<file path="src/rtl/servo_move_sequencer.sv">
// Decodes UART command bytes and runs timed servo step sequences (face turns, scan-start pose).
// Holds one pending command while a sequence is running.
module servo_move_sequencer #(
  parameter int SETTLE_CYCLES = 50_000_000
) (
  input  logic       I_sys_clk,
  input  logic       I_reset,
  input  logic [7:0] I_rx_data,
  input  logic       I_rx_valid,
  output logic [7:0] o_servo_dir,
  output logic [3:0] o_servo_grip,
  output logic       o_busy,
  output logic       o_done,
  output logic       o_cmd_error
);

  // state      | meaning
  // IDLE       | waiting for a command (pending slot has priority over rx)
  // ROT_OUT    | active servo rotated to +90deg
  // RELEASE    | active gripper opened
  // ROT_BACK   | active servo rotated home
  // REGRIP     | active gripper closed again; last face-turn step
  // SCAN_OPEN  | all grippers open, all servos home
  // SCAN_CLOSE | all grippers closed; last scan step
  typedef enum logic [2:0] {
    IDLE, ROT_OUT, RELEASE, ROT_BACK, REGRIP, SCAN_OPEN, SCAN_CLOSE
  } state_t;

  localparam int TW = $clog2(SETTLE_CYCLES);
  localparam logic [TW-1:0] T_LAST = TW'(SETTLE_CYCLES - 1);

  state_t        state, state_next;
  logic [TW-1:0] timer, timer_next;
  logic [2:0]    cmd, cmd_next;          // {is_scan, servo index}
  logic [7:0]    dir, dir_next;
  logic [3:0]    grip, grip_next;
  logic          busy, busy_next;
  logic          done, done_next;
  logic          err, err_next;
  logic          pend_valid, pend_valid_next;
  logic [2:0]    pend_cmd, pend_cmd_next;

  logic          rx_known;
  logic [2:0]    rx_cmd;
  logic          rx_take;
  logic          start;
  logic [2:0]    start_cmd;

  always_comb begin
    rx_known = 1'b1;
    rx_cmd   = 3'b000;
    case (I_rx_data)
      8'h61:   rx_cmd = 3'b000;
      8'h63:   rx_cmd = 3'b001;
      8'h64:   rx_cmd = 3'b010;
      8'h65:   rx_cmd = 3'b011;
      8'h62:   rx_cmd = 3'b100;
      default: rx_known = 1'b0;
    endcase
  end

  assign rx_take = I_rx_valid && rx_known;

  always_comb begin
    state_next      = state;
    timer_next      = timer;
    cmd_next        = cmd;
    dir_next        = dir;
    grip_next       = grip;
    busy_next       = busy;
    done_next       = 1'b0;
    err_next        = I_rx_valid && !rx_known;
    pend_valid_next = pend_valid;
    pend_cmd_next   = pend_cmd;
    start           = 1'b0;
    start_cmd       = cmd;

    if (state == IDLE) begin
      if (pend_valid) begin
        // pending command starts; a simultaneous new byte takes the freed slot
        start           = 1'b1;
        start_cmd       = pend_cmd;
        pend_valid_next = rx_take;
        if (rx_take) pend_cmd_next = rx_cmd;
      end else if (rx_take) begin
        start     = 1'b1;
        start_cmd = rx_cmd;
      end
    end else begin
      timer_next = (timer == T_LAST) ? '0 : timer + TW'(1);
      if (rx_take) begin
        if (pend_valid) begin
          err_next = 1'b1;
        end else begin
          pend_valid_next = 1'b1;
          pend_cmd_next   = rx_cmd;
        end
      end
      if (timer == T_LAST) begin
        case (state)
          ROT_OUT: begin
            state_next          = RELEASE;
            grip_next[cmd[1:0]] = 1'b0;
          end
          RELEASE: begin
            state_next                      = ROT_BACK;
            dir_next[{cmd[1:0], 1'b0} +: 2] = 2'b00;
          end
          ROT_BACK: begin
            state_next          = REGRIP;
            grip_next[cmd[1:0]] = 1'b1;
          end
          SCAN_OPEN: begin
            state_next = SCAN_CLOSE;
            grip_next  = 4'hF;
          end
          default: begin
            state_next = IDLE;
            busy_next  = 1'b0;
            done_next  = 1'b1;
          end
        endcase
      end
    end

    if (start) begin
      busy_next  = 1'b1;
      timer_next = '0;
      cmd_next   = start_cmd;
      if (start_cmd[2]) begin
        state_next = SCAN_OPEN;
        grip_next  = 4'h0;
        dir_next   = 8'h00;
      end else begin
        state_next                            = ROT_OUT;
        dir_next[{start_cmd[1:0], 1'b0} +: 2] = 2'b01;
      end
    end
  end

  always_ff @(posedge I_sys_clk) begin
    if (I_reset) begin
      state      <= IDLE;
      timer      <= '0;
      cmd        <= 3'b000;
      dir        <= 8'h00;
      grip       <= 4'hF;
      busy       <= 1'b0;
      done       <= 1'b0;
      err        <= 1'b0;
      pend_valid <= 1'b0;
      pend_cmd   <= 3'b000;
    end else begin
      state      <= state_next;
      timer      <= timer_next;
      cmd        <= cmd_next;
      dir        <= dir_next;
      grip       <= grip_next;
      busy       <= busy_next;
      done       <= done_next;
      err        <= err_next;
      pend_valid <= pend_valid_next;
      pend_cmd   <= pend_cmd_next;
    end
  end

  assign o_servo_dir  = dir;
  assign o_servo_grip = grip;
  assign o_busy       = busy;
  assign o_done       = done;
  assign o_cmd_error  = err;

endmodule

</file>
<file path="config.mk">
export PLATFORM = sky130hd
export DESIGN_NAME = servo_move_sequencer
export DESIGN_NICKNAME = d
export VERILOG_FILES = /design/src/rtl/servo_move_sequencer.sv
export SDC_FILE = /design/constraint.sdc
export NUM_CORES = 1
export LEC_CHECK = 0
export BUFFER_PORTS_ARGS = -buffer_cell sky130_fd_sc_hd__buf_2
export CORE_MARGIN = 3
export CORE_UTILIZATION = 46
export CTS_CLUSTER_DIAMETER = 50
export DETAILED_ROUTE_END_ITERATION = 7
export HOLD_SLACK_MARGIN = 0.06
export PLACE_DENSITY = 0.66
export SKIP_CTS_REPAIR_TIMING = 1
export SYNTH_ARGS = -nofsm -noshare
export SYNTH_HDL_FRONTEND = slang
export SYNTH_SLANG_ARGS = --single-unit
</file>
<file path="constraint.sdc">
create_clock -name I_sys_clk -period 4.9 [get_ports I_sys_clk]
set_input_delay 0.98 -clock I_sys_clk [delete_from_list [all_inputs] [get_ports I_sys_clk]]
set_output_delay 0.98 -clock I_sys_clk [all_outputs]
set_load 0.05 [all_outputs]
</file>
### After elaboration in Yosys (flattened, before gate mapping)

Cells that the tools add are included.

| storage, ports and cells | value |
|---|---|
| input bits | 11 |
| register bits | 51 |
| output and inout port bits | 15 |

| cells by class | value |
|---|---|
| reductions and logical operators | 14 |
| mux-type cells | 44 |
| shift-type cells | 4 |
| add/subtract/negate cells | 3 |
| bitwise operators | 4 |
| equality and inequality tests | 14 |
| order comparisons | 2 |

Operator list:

| operator | count |
|---|---|
| 8-bit by 7-bit == test with 1-bit output, second input constant | 5 |
| 8-bit 2-to-1 mux | 5 |
| 3-bit 2-to-1 mux | 12 |
| 26-bit by 1-bit adder with 26-bit output, second input constant | 1 |
| 26-bit == test, second input constant | 1 |
| 26-bit 2-to-1 mux | 1 |
| 3-bit case mux with 4 select lines | 2 |
| 8-bit bitwise mux | 2 |
| 1-bit 2-to-1 mux | 16 |
| 4-bit 2-to-1 mux | 4 |
| 2-bit by 5-bit variable shift with 8-bit output, first input constant | 2 |
| 2-bit by 5-bit indexed part select with 8-bit output, first input constant | 2 |
| 4-bit case mux with 3 select lines | 1 |
| 3-bit negation with 5-bit output | 2 |
| 3-bit by 2-bit == test with 1-bit output, second input constant | 2 |
| 3-bit AND reduction | 2 |
| 5-bit OR reduction | 1 |
| 4-bit bitwise AND | 1 |
| 2-bit by 1-bit != test with 1-bit output, second input constant | 2 |
| 2-bit != test, second input constant | 2 |
| 4-bit NOT | 1 |
| 4-bit bitwise OR | 1 |
| 2-bit nonzero test | 2 |
| 4-bit OR reduction | 1 |
| 12 further kinds | 14 |

### Longest topological paths before layout

Gate-level depths: netlist of run 1.

| depth | value |
|---|---|
| depth in word-level cells | 12 |
| depth in mapped cells | 8 |

### Worst setup path after synthesis of run 1

OpenSTA, ideal clock, no wires.

| timing | value |
|---|---|
| path type | input to register |
| from | input I_rx_data[0] |
| to | register grip[3] (netlist: o_servo_grip[3]) |
| arrival time | 2,250 ps |
| stages | 5 |
| setup slack | 2,513 ps |
| cells stage by stage | or4b_2 -> nor4_1 -> nor2_1 -> nor2_1 -> a311oi_1 |

| between the ends | value |
|---|---|
| cells in the longest elaborated chain, start to end | 9 |
| elaborated cells between the ends (all ways) | 17 |

RTL lines:

| item | line | RTL |
|---|---|---|
| start, declared | 8 | `input logic [7:0] I_rx_data,` |
| 8-bit by 7-bit == test with 1-bit output | 52 | `case (I_rx_data)` |
| 5-bit OR reduction (no line) | - |  |
| 1-bit 2-to-1 mux | 52 |  |
| 1-bit logical AND | 62 | `assign rx_take = I_rx_valid && rx_known;` |
| 3-bit 2-to-1 mux | 85 | `end else if (rx_take) begin` |
| 3-bit 2-to-1 mux | 79 | `if (pend_valid) begin` |
| 3-bit 2-to-1 mux | 78 | `if (state == IDLE) begin` |
| 4-bit 2-to-1 mux | 130 | `if (start_cmd[2]) begin` |
| 4-bit 2-to-1 mux (*) | 126 | `if (start) begin` |
| end signal, assigned | 158 | `grip <= grip_next;` |
| end, declared | 36 | `logic [3:0] grip, grip_next;` |

Every way passes the cells marked *; elsewhere a longest branch is shown, timed or not.
A chain may end at the register's enable or synchronous reset.

### Worst setup path in the final report of run 1

| timing | value |
|---|---|
| from | input I_rx_data[0] |
| to | register grip[0] (netlist: o_servo_grip[0]) |

Same word-level chain as after synthesis.

==> results of run 1 <==
-- flip-flops by register name, indices dropped and copies added (netlist names), 2 cells and up --
register      cells
timer            26
o_servo_dir       8
cmd               2
o_servo_grip      4
pend_cmd          3
state             3
-- Yosys cell counts, types with 2 or more instances --
cell,number
nor4_2,2
nor2_1,37
dfxtp_1,50
nand3_1,12
a31o_2,2
nor4_4,2
xor2_1,21
nor4b_1,2
o2111a_1,3
mux2i_1,2
or3_1,3
a31oi_1,2
nand2b_1,6
nor4_1,4
a21oi_1,9
a211oi_1,2
o21ai_0,14
buf_6,3
nor3_1,5
clkbuf_1,4
nor4b_2,2
nand2_1,25
xnor2_1,5
and3_1,5
or2_2,3
nor3b_1,2
inv_1,3
buf_2,4
a311oi_1,8
nand4_1,10
-- path summary, 6_finish.rpt --
kind,end,slack [ps],cells past startpoint
max,o_servo_grip[0]$_SDFF_PP1_,2500,6
min,o_servo_dir[3]$_SDFF_PP0_,470,1
max reg2reg,timer[20]$_SDFFE_PP0N_,2690,5
min reg2reg,o_servo_dir[3]$_SDFF_PP0_,470,1
-- worst reg2reg max path: stages, from the launching register on --
cell     delay, ps
dfxtp_1        560
nor3_2         190
nor4b_2        900
nand4_1        220
xor2_1         190
nor2_1          50
-- metrics by stage --
stage	area (sq um)	utilization [%]	cells	setup slack, ps
4_1_cts	2690	54.5	364	2510
3_3_place_gp	2590	52.3	356	2210
6_report	2690	54.5	364	2500
5_1_grt	2690	54.5	364	2360
2_1_floorplan	2450	-	275	2510
3_5_place_dp	2590	52.3	356	2190
-- logic make-up (layout without fill, tap and decap cells) --
group	Yosys count	in the layout	synth area share (%)
xor+xnor	26	26	9.31
buf+inv	14	36	3.27
simple gates	133	133	31.0
compound gates	48	48	13.7
fa+ha+maj	1	1	0.511
mux	3	3	1.28
flops	50	50	40.9
-- layer usage --
layer | vias up | track usage, % | part of all wire, %
met5 | - | 0 | 0
met4 | 0 | 5.33 | 0.98
met3 | 4 | 4.42 | 4.0
met2 | 38 | 25.9 | 43
met1 | 918 | 25.7 | 52
li1 | 1038 | - | -
-- final cells by class --
cell class	instances	area [sq um]	area share [%]
Timing Repair Buffer	25	125	4.65
Sequential cell	50	1000	37.2
Multi-Input combinational cell	211	1370	50.7
Clock buffer	7	76.3	2.83
Clock inverter	1	30.0	1.12
Inverter	3	11.3	0.418
Tap cell	67	83.8	3.11
-- power by group through the flow --
stage | registers [uW] | clock network [uW] | logic, uW
CTS | 408 | 288 | 27.3
global route | 408 | 309 | 30.5
global placement | 417 | 0 | 27.1
floorplan | 420 | 0 | 17.0
finish | 408 | 280 | 27.2
detailed placement | 417 | 0 | 27.3
==> metrics, run 1 <==
synthesized area per cell 8.89 sq um; Detailed Route WL 4900 um; Psw 147 uW; most common cell after layout, fill and taps aside dfxtp_1; Worst Path Buf+Inv 1; crit path max fanout 6; clock share of power 39.2%; WL/cell 13.5 um; top cells by area, synth dfxtp_1, xor2_1, nor2_1; clock root buffer clkbuf_8; YS warnings 0; post-synthesis register bit count 50; share of the synthesized area in the top cell type 40.9%; Rel. slew slack 34.2%; Die X 78.9 um; CP required 5060 ps; nets 308; Slew Limit Fails 0; most frequent cells in the layout dfxtp_1, nor2_1, nand2_1, buf_2, xor2_1; first-pass GRT wire length 8780 um; Comb power frac 3.8%; drt drc 0; crit path DAT 2560 ps; sequential share of the synthesized area 40.9%; vias in the first global route 1882; Setup Skew 6.92 ps; post-DR vias/cell 5.49; post-synth net total 287; Final Power 715 uW; Hold Startpoint o_servo_dir[3]$_SDFF_PP0_; Post-synth EDFFs 0; outcome completed; die height 78.9 um; crit path kind input port to register; cell-internal power 569 uW; CTS clk-pin slew, worst paths 90 ps; Core Area 0.00494 sq mm; sequential power share 57.0%; worst-margin pin slew 985 ps; Rows 25; crit end category register; gr usage total 17.7%; fin crit period 2400 ps; max_cap viols 0; number of I/O pins 26; fraction of registers with async set/reset 0%; clock buffer depth 2; fillers 501; critical path startpoint I_rx_data[0]; Hold WC Path Type register to register; Fin Hold WS 466 ps; area growth from synthesis to layout 10.1%; Die Area 0.00623 sq mm; reg2reg start state[2]$_SDFFE_PP0P_; Pleak 0.000939 uW; switch share 20.5%; H-tree levels 2; layout cells sized above 1 17.2%; Port Buffers 25; Setup TNS 0 ps; first-pass iteration count of the detailed router 4; Post-synth top flop dfxtp_1; Synth area leader dfxtp_1; n_diodes 0; critical path's largest stage delay 660 ps; antenna-violating nets left 0; GRT overflow 0; peak supply drop 0.166 mV; CTS sink count 50; Post-DP HPWL 3510 um; Post-Synthesis Cells 275; Crit-path slowest cell or4b_2; Power Density 266 mW/mm^2; endpoints failing hold 0; initial antenna violation count 0; fin crit share 48.9%; DRT iter0 DRCs 114; clock tree from TritonCTS done; CP cell instances buf_2 -> or4b_2 -> nor4_1 -> nor2_1 -> nor2_1 -> a311oi_1; most used cell, CP nor2_1; Clock Latency Late Sink 300 ps; startpoint types input port; f_max 0.417 GHz; mapped cell area 0.00245 sq mm; critical path's top delay family simple AND/OR/NAND/NOR gates; unrepaired setup endpoints after global routing false; library cells used by synthesis 53; routability cong. 0.846; TritonCTS buffer count 5; vias 1998; Initial Utilization 49.5%; final setup vio count 0; pin count of the biggest net entering global routing 25
Note: power is estimated with default switching activity, not from simulation.
==> inputs of run 2 (changes only) <==
- ABC_AREA: default -> 1
- PLACE_DENSITY: 0.66 -> 0.65
- clock period: 4.9 -> 2.3 ns (I/O delays scaled with it)
==> run 2 against run 1 <==
Global-route usage increased by 2.0 points; flip-flop and latch count increased by 1; critical path depth increased by 4; combinational power increased by 130%; total power increased by 110%; clock power increased by 88%; core utilization decreased by 1.3 points; setup slack got worse by 2100 ps; worst hold slack got worse by 46 ps; final cell count increased by 46%; clock skew decreased by 0.92 ps; non-clock buffer count increased by 2; largest cell class unchanged; largest power group unchanged.
==> metrics, run 2 <==
vias in the first global route 2642 (+40%); Rel. slew slack 67.3% (+33 points); post-DR vias/cell 5.19 (-5.5%); sequential power share 60.1% (+3.1 points); Post-synth EDFFs 0 (unchanged); WL/cell 12.5 um (-7.3%); first-pass GRT wire length 11900 um (+35%); Psw 354 uW (+140%); TritonCTS buffer count 5 (unchanged); mapped cell area 0.00290 sq mm (+18%); clock buffer depth 2 (unchanged); gr usage total 19.7% (+2.0 points); Synth area leader dfxtp_1; Die X 85.3 um (+8.1%); DRT iter0 DRCs 152 (+33%); M1 WL 3150 um (+24%); first-pass iteration count of the detailed router 4 (unchanged); f_max 0.521 GHz; antenna-violating nets left 0 (unchanged); R2R depth 10 (+5); H-tree levels 2 (unchanged); Largest Register timer; fin crit period 1920 ps; routed wire length on met2 3190 um (+51%); synthesized area per cell 6.75 sq um (-24%); number of flip-flops in the largest register 26 (unchanged); most common cell in the synthesized netlist nand2_1; Area after DPL 0.00310 sq mm (+20%); Die Area 0.00728 sq mm (+17%); cell-internal power 1120 uW (+97%); final setup vio count 0 (unchanged); synth cell count leaders nand2_1, nor2_1, inv_1; Detailed Route WL 6650 um (+36%); drt drc 0 (unchanged); fin crit share 83.5%; outcome completed; Fin Hold WS 420 ps (-46.3 ps); crit path DAT 2110 ps (-450 ps); crit end category register; CTS clk-pin slew, worst paths 100 ps (about the same); peak supply drop 0.289 mV (+75%); pin count of the biggest net entering global routing 17 (-32%); most frequent cells in the layout nand2_1, nor2_1, inv_1; fillers 626 (+25%); worst reg-to-reg setup slack 380 ps (-2310 ps); layout cells sized above 1 14.8% (-2.3 points); Hold Startpoint I_rx_valid; number of I/O pins 26 (unchanged); crit path kind register to register; GRT overflow 0 (unchanged); Power Density 463 mW/mm^2 (+74%); Rows 28 (+12%); startpoint types register; met3 routed WL 228 um (+16%); Post-synth top flop dfxtp_1; Post-DP HPWL 5170 um (+47%); library cells used by synthesis 43 (-19%); clock root buffer clkbuf_8; CP required 2490 ps (-2570 ps); max_cap viols 0 (unchanged); Initial Utilization 48.3% (-1.2 points); Core Area 0.00599 sq mm (+21%); die height 85.3 um (+8.1%); area growth from synthesis to layout 10.0% (about the same); sequential share of the synthesized area 35.3% (-5.7 points); YS warnings 0 (unchanged); clock share of power 35.7% (-3.5 points); CTS sink count 51 (+2.0%); Setup Skew 6.00 ps (-0.923 ps); post-synthesis register bit count 51 (+2.0%); Hold EP o_cmd_error$_SDFF_PP0_; Slew Limit Fails 0 (unchanged); routability cong. 0.860 (+1.7%); share of the synthesized area in the top cell type 35.3% (-5.7 points); Clock Latency Late Sink 310 ps (about the same); critical path startpoint timer[1]$_SDFFE_PP0N_; initial antenna violation count 0 (unchanged); vias 2764 (+38%); most common cell after layout, fill and taps aside nand2_1; Post-Synthesis Cells 429 (+56%); nets 469 (+52%); Max Used Layer met4; crit path max fanout 5 (-1); n_diodes 0 (unchanged); top cells by area, synth dfxtp_1, nand2_1, nor2_1; fraction of registers with async set/reset 0% (unchanged); worst-margin pin slew 486 ps (-499 ps); RR Endpoint o_servo_grip[2]$_SDFF_PP1_; Port Buffers 25 (unchanged); endpoints failing hold 0 (unchanged); Comb power frac 4.2% (+0.4 points); Worst Hold Depth 3 (+2); final worst slack 381 ps (-2120 ps); reg2reg start timer[1]$_SDFFE_PP0N_; Post-Layout Inst Area 0.00319 sq mm (+18%); post-place setup slack 288 ps (-1900 ps); Setup TNS 0 ps (unchanged); switch share 24.0% (+3.5 points); post-synth net total 441 (+54%); Hold WC Path Type input port to register; Pleak 0.00132 uW (+41%); unrepaired setup endpoints after global routing false; clock tree from TritonCTS done
[run 2: layer usage]
layer	global-route usage, %	vias to the layer above
met3	3.11	9
met5	0	-
met4	5.18	0
met2	33.5	52
met1	25.9	1247
li1	-	1456
[run 2: power by group through the flow]
| stage | Clock [uW] | Sequential (uW) | Combinational (uW) |
|---|---|---|---|
| after floorplan | 0 | 912 | 36.4 |
| after global placement | 0 | 907 | 60.8 |
| after detailed placement | 0 | 907 | 61.2 |
| after CTS | 558 | 887 | 61.4 |
| after global routing | 583 | 887 | 68.3 |
| final | 527 | 886 | 61.5 |
[run 2: final cells by class]
cell class              count  area [sq um]  area share, %
clock inverters             2          17.5          0.550
clock buffers               6          72.6           2.28
flip-flops and latches     51          1020           32.1
repair buffers             27           140           4.40
multi-input cells         314          1620           50.9
well taps                  75          93.8           2.95
inverters                  58           220           6.91
[run 2: cell families (layout without fill, tap and decap cells)]
logic type | Yosys count | after routing | share of synthesized area, %
AOI/OAI and AO/OA | 44 | 44 | 8.99
xor gates and xnor gates | 11 | 11 | 3.33
adders and majority gates | 1 | 1 | 0.432
buffers and inverters | 64 | 93 | 8.77
DFF | 51 | 51 | 35.3
and+or+nand+nor | 258 | 258 | 43.2
[run 2: worst max-delay path by stage]
stage	cells past startpoint	to	slack [ps]
floorplan	11	timer[24]$_SDFFE_PP0N_	680
global placement	11	state[2]$_SDFFE_PP0P_	350
detailed placement	11	state[2]$_SDFFE_PP0P_	290
CTS	10	o_servo_grip[2]$_SDFF_PP1_	390
global route	10	o_servo_grip[0]$_SDFF_PP1_	100
finish	10	o_servo_grip[2]$_SDFF_PP1_	380
[run 2: worst max-delay path, stage by stage, from the launching register on]
cell and delay [ps]:
dfxtp_1 410, ha_1 190, nand2_1 120, nor2_1 150, nand2_1 80, nor3_1 180
nand2_1 140, nor2_1 270, nand3_1 120, nand3_1 100, nand2_1 50
[run 2: stage by stage]
step / power (uW) / util [%] / cells
2_1_floorplan: 948 / - / 429
3_3_place_gp: 968 / 51.7 / 525
3_5_place_dp: 968 / 51.7 / 525
4_1_cts: 1510 / 53.2 / 533
5_1_grt: 1540 / 53.2 / 533
6_report: 1470 / 53.2 / 533
==> inputs of run 3 (changes only) <==
- ABC_AREA: 1 -> 0
- PLACE_DENSITY: 0.65 -> 0.68
- clock period: 2.3 -> 1.6 ns (I/O delays scaled with it)
==> run 3 against run 2 <==
The flow now finishes with violations (negative setup slack); non-clock buffer count up 72; via count down 11%; cell area up 8.7%; die area down 14%; critical endpoint is now timer[5]$_SDFFE_PP0N_; highest routed layer unchanged.
==> metrics, run 3 (same netlist as run 1, synthesis figures left out) <==
Worst Hold Depth 4 (+1); Register Area 0.00101 sq mm (-1.3%); fin crit period 1960 ps (+38.8 ps); Detailed Route WL 6570 um (-1.3%); critical path startpoint timer[11]$_SDFFE_PP0N_; Initial Utilization 49.5% (+1.2 points); outcome finished, violations left; critical path's largest stage delay 550 ps (+140 ps); Core Area 0.00494 sq mm (-18%); drt drc 0 (unchanged); vias 2459 (-11%); pin count of the biggest net entering global routing 25 (+8); Rel. slew slack 67.5% (+0.21 points); crit path max fanout 12 (+7); failing checks negative setup slack; post-DR vias/cell 5.59 (+7.8%); layout cells sized above 1 39.9% (+25 points); max_cap viols 0 (unchanged); final worst slack -358 ps (-739 ps); area growth from synthesis to layout 41.6%; number of flip-flops in the largest register 26 (unchanged); WL/cell 14.9 um (+20%); endpoints failing hold 0 (unchanged); Clock Latency Late Sink 310 ps (about the same); H-tree levels 2 (unchanged); Pleak 0.00139 uW (+5.2%); Slew Limit Fails 0 (unchanged); gr usage total 20.2% (+0.51 points); Post-DP HPWL 4290 um (-17%); most frequent cells in the layout buf_4, dfxtp_1, nor2_1; Die X 78.9 um (-7.5%); antenna-violating nets left 0 (unchanged); fin crit share 122% (+39 points); n_diodes 0 (unchanged); fillers 385 (-38%); crit path DAT 2160 ps (+50 ps); Hold EP o_cmd_error$_SDFF_PP0_; met3 routed WL 311 um (+36%); Setup Skew 10.5 ps (+4.47 ps); footprint of the multi-input gates 0.00153 sq mm (-5.6%); Final Util 70.1% (+17 points); final setup vio count 44 (+44); initial antenna violation count 0 (unchanged); vias in the first global route 2308 (-13%); Final Power 2280 uW (+55%); Worst Path Buf+Inv 1 (+1); routed wire length on met2 3390 um (+6.2%); Die Area 0.00623 sq mm (-14%); Port Buffers 25 (unchanged); Power Density 658 mW/mm^2 (+42%); clock root buffer clkbuf_8; f_max 0.511 GHz (-2.0%); reg2reg start timer[11]$_SDFFE_PP0N_; unrepaired setup endpoints after global routing true; routability cong. 0.891 (+3.7%); worst reg-to-reg setup slack -360 ps (-740 ps); CTS sink count 50 (-2.0%); CP required 1800 ps (-690 ps); Hold Startpoint I_rx_valid; die height 78.9 um (-7.5%); crit path kind register to register; CP cell instances or4_4 -> nor4_4 -> buf_6 -> and2_4 -> a211o_4 -> nor2_1; startpoint types register; most common cell after layout, fill and taps aside buf_4; CTS clk-pin slew, worst paths 100 ps (about the same); clock buffer depth 2 (unchanged); nets 384 (-18%); clock tree from TritonCTS done; DRT iter0 DRCs 220 (+45%); number of I/O pins 26 (unchanged); GRT overflow 0 (unchanged); Crit-path slowest cell or4_4; Largest Register timer; worst-margin pin slew 483 ps (-2.42 ps); Rows 25 (-11%); first-pass GRT wire length 10100 um (-15%); M1 WL 2740 um (-13%); TritonCTS buffer count 5 (unchanged); R2R depth 6 (-4); Hold WC Path Type input port to register; first-pass iteration count of the detailed router 4 (unchanged); crit end category register; critical path's top delay family simple AND/OR/NAND/NOR gates; peak supply drop 0.527 mV (+82%); RR Endpoint timer[5]$_SDFFE_PP0N_; Max Used Layer met4; Setup TNS -13690 ps (-13690 ps)
-- run 3: changes by cell type in the layout (fill, tap and decap cells not counted), sizes merged, moves of 15 or more --
cell	change
nand3	-20
nor2	-30
buf	+72
nor3	-15
nand2	-81
inv	-54
-- run 3: how the worst max path moves through the flow --
stage / cells past startpoint / to
5_1_grt: 6 / o_servo_grip[1]$_SDFF_PP1_
3_5_place_dp: 5 / o_servo_dir[4]$_SDFF_PP0_
6_report: 6 / timer[5]$_SDFFE_PP0N_
4_1_cts: 5 / o_servo_dir[4]$_SDFF_PP0_
2_1_floorplan: 6 / timer[9]$_SDFFE_PP0N_
3_3_place_gp: 5 / o_servo_dir[4]$_SDFF_PP0_
-- run 3: final cells by class --
class	count	area share (%)
clock inverter	3	1.26
inverter	3	0.325
tap	67	2.42
timing repair buffer	99	20.8
clock buffer	5	1.99
sequential	50	29.1
multi-input combinational	213	44.1
-- run 3: where the power goes --
group          total, uW  leakage [uW]  switching (uW)  internal (uW)
combinational        119      0.000927            69.4           49.4
clock                912     0.0000585             443            469
sequential          1250      0.000406            1.65           1250
total               2280       0.00139             514           1770
-- run 3: tightest hold or removal path: cells and delay by family --
family	cells	cell delay, ps
buf+inv	2	230
compound gates	1	40
simple gates	1	60
-- run 3: layer usage --
layer / vias to the layer above / track usage, %
li1: 1196 / -
met1: 1176 / 23.6
met2: 73 / 36.7
met3: 14 / 3.40
met4: 0 / 7.73
met5: - / 0
-- run 3: through the flow --
stage,hold slack (ps),area (sq um),std cells,setup WS (ps)
2_1_floorplan,432,2480,275,-209
3_3_place_gp,443,3090,419,-326
3_5_place_dp,448,3090,419,-391
4_1_cts,368,3200,427,-417
5_1_grt,380,3460,440,-436
6_report,376,3460,440,-358
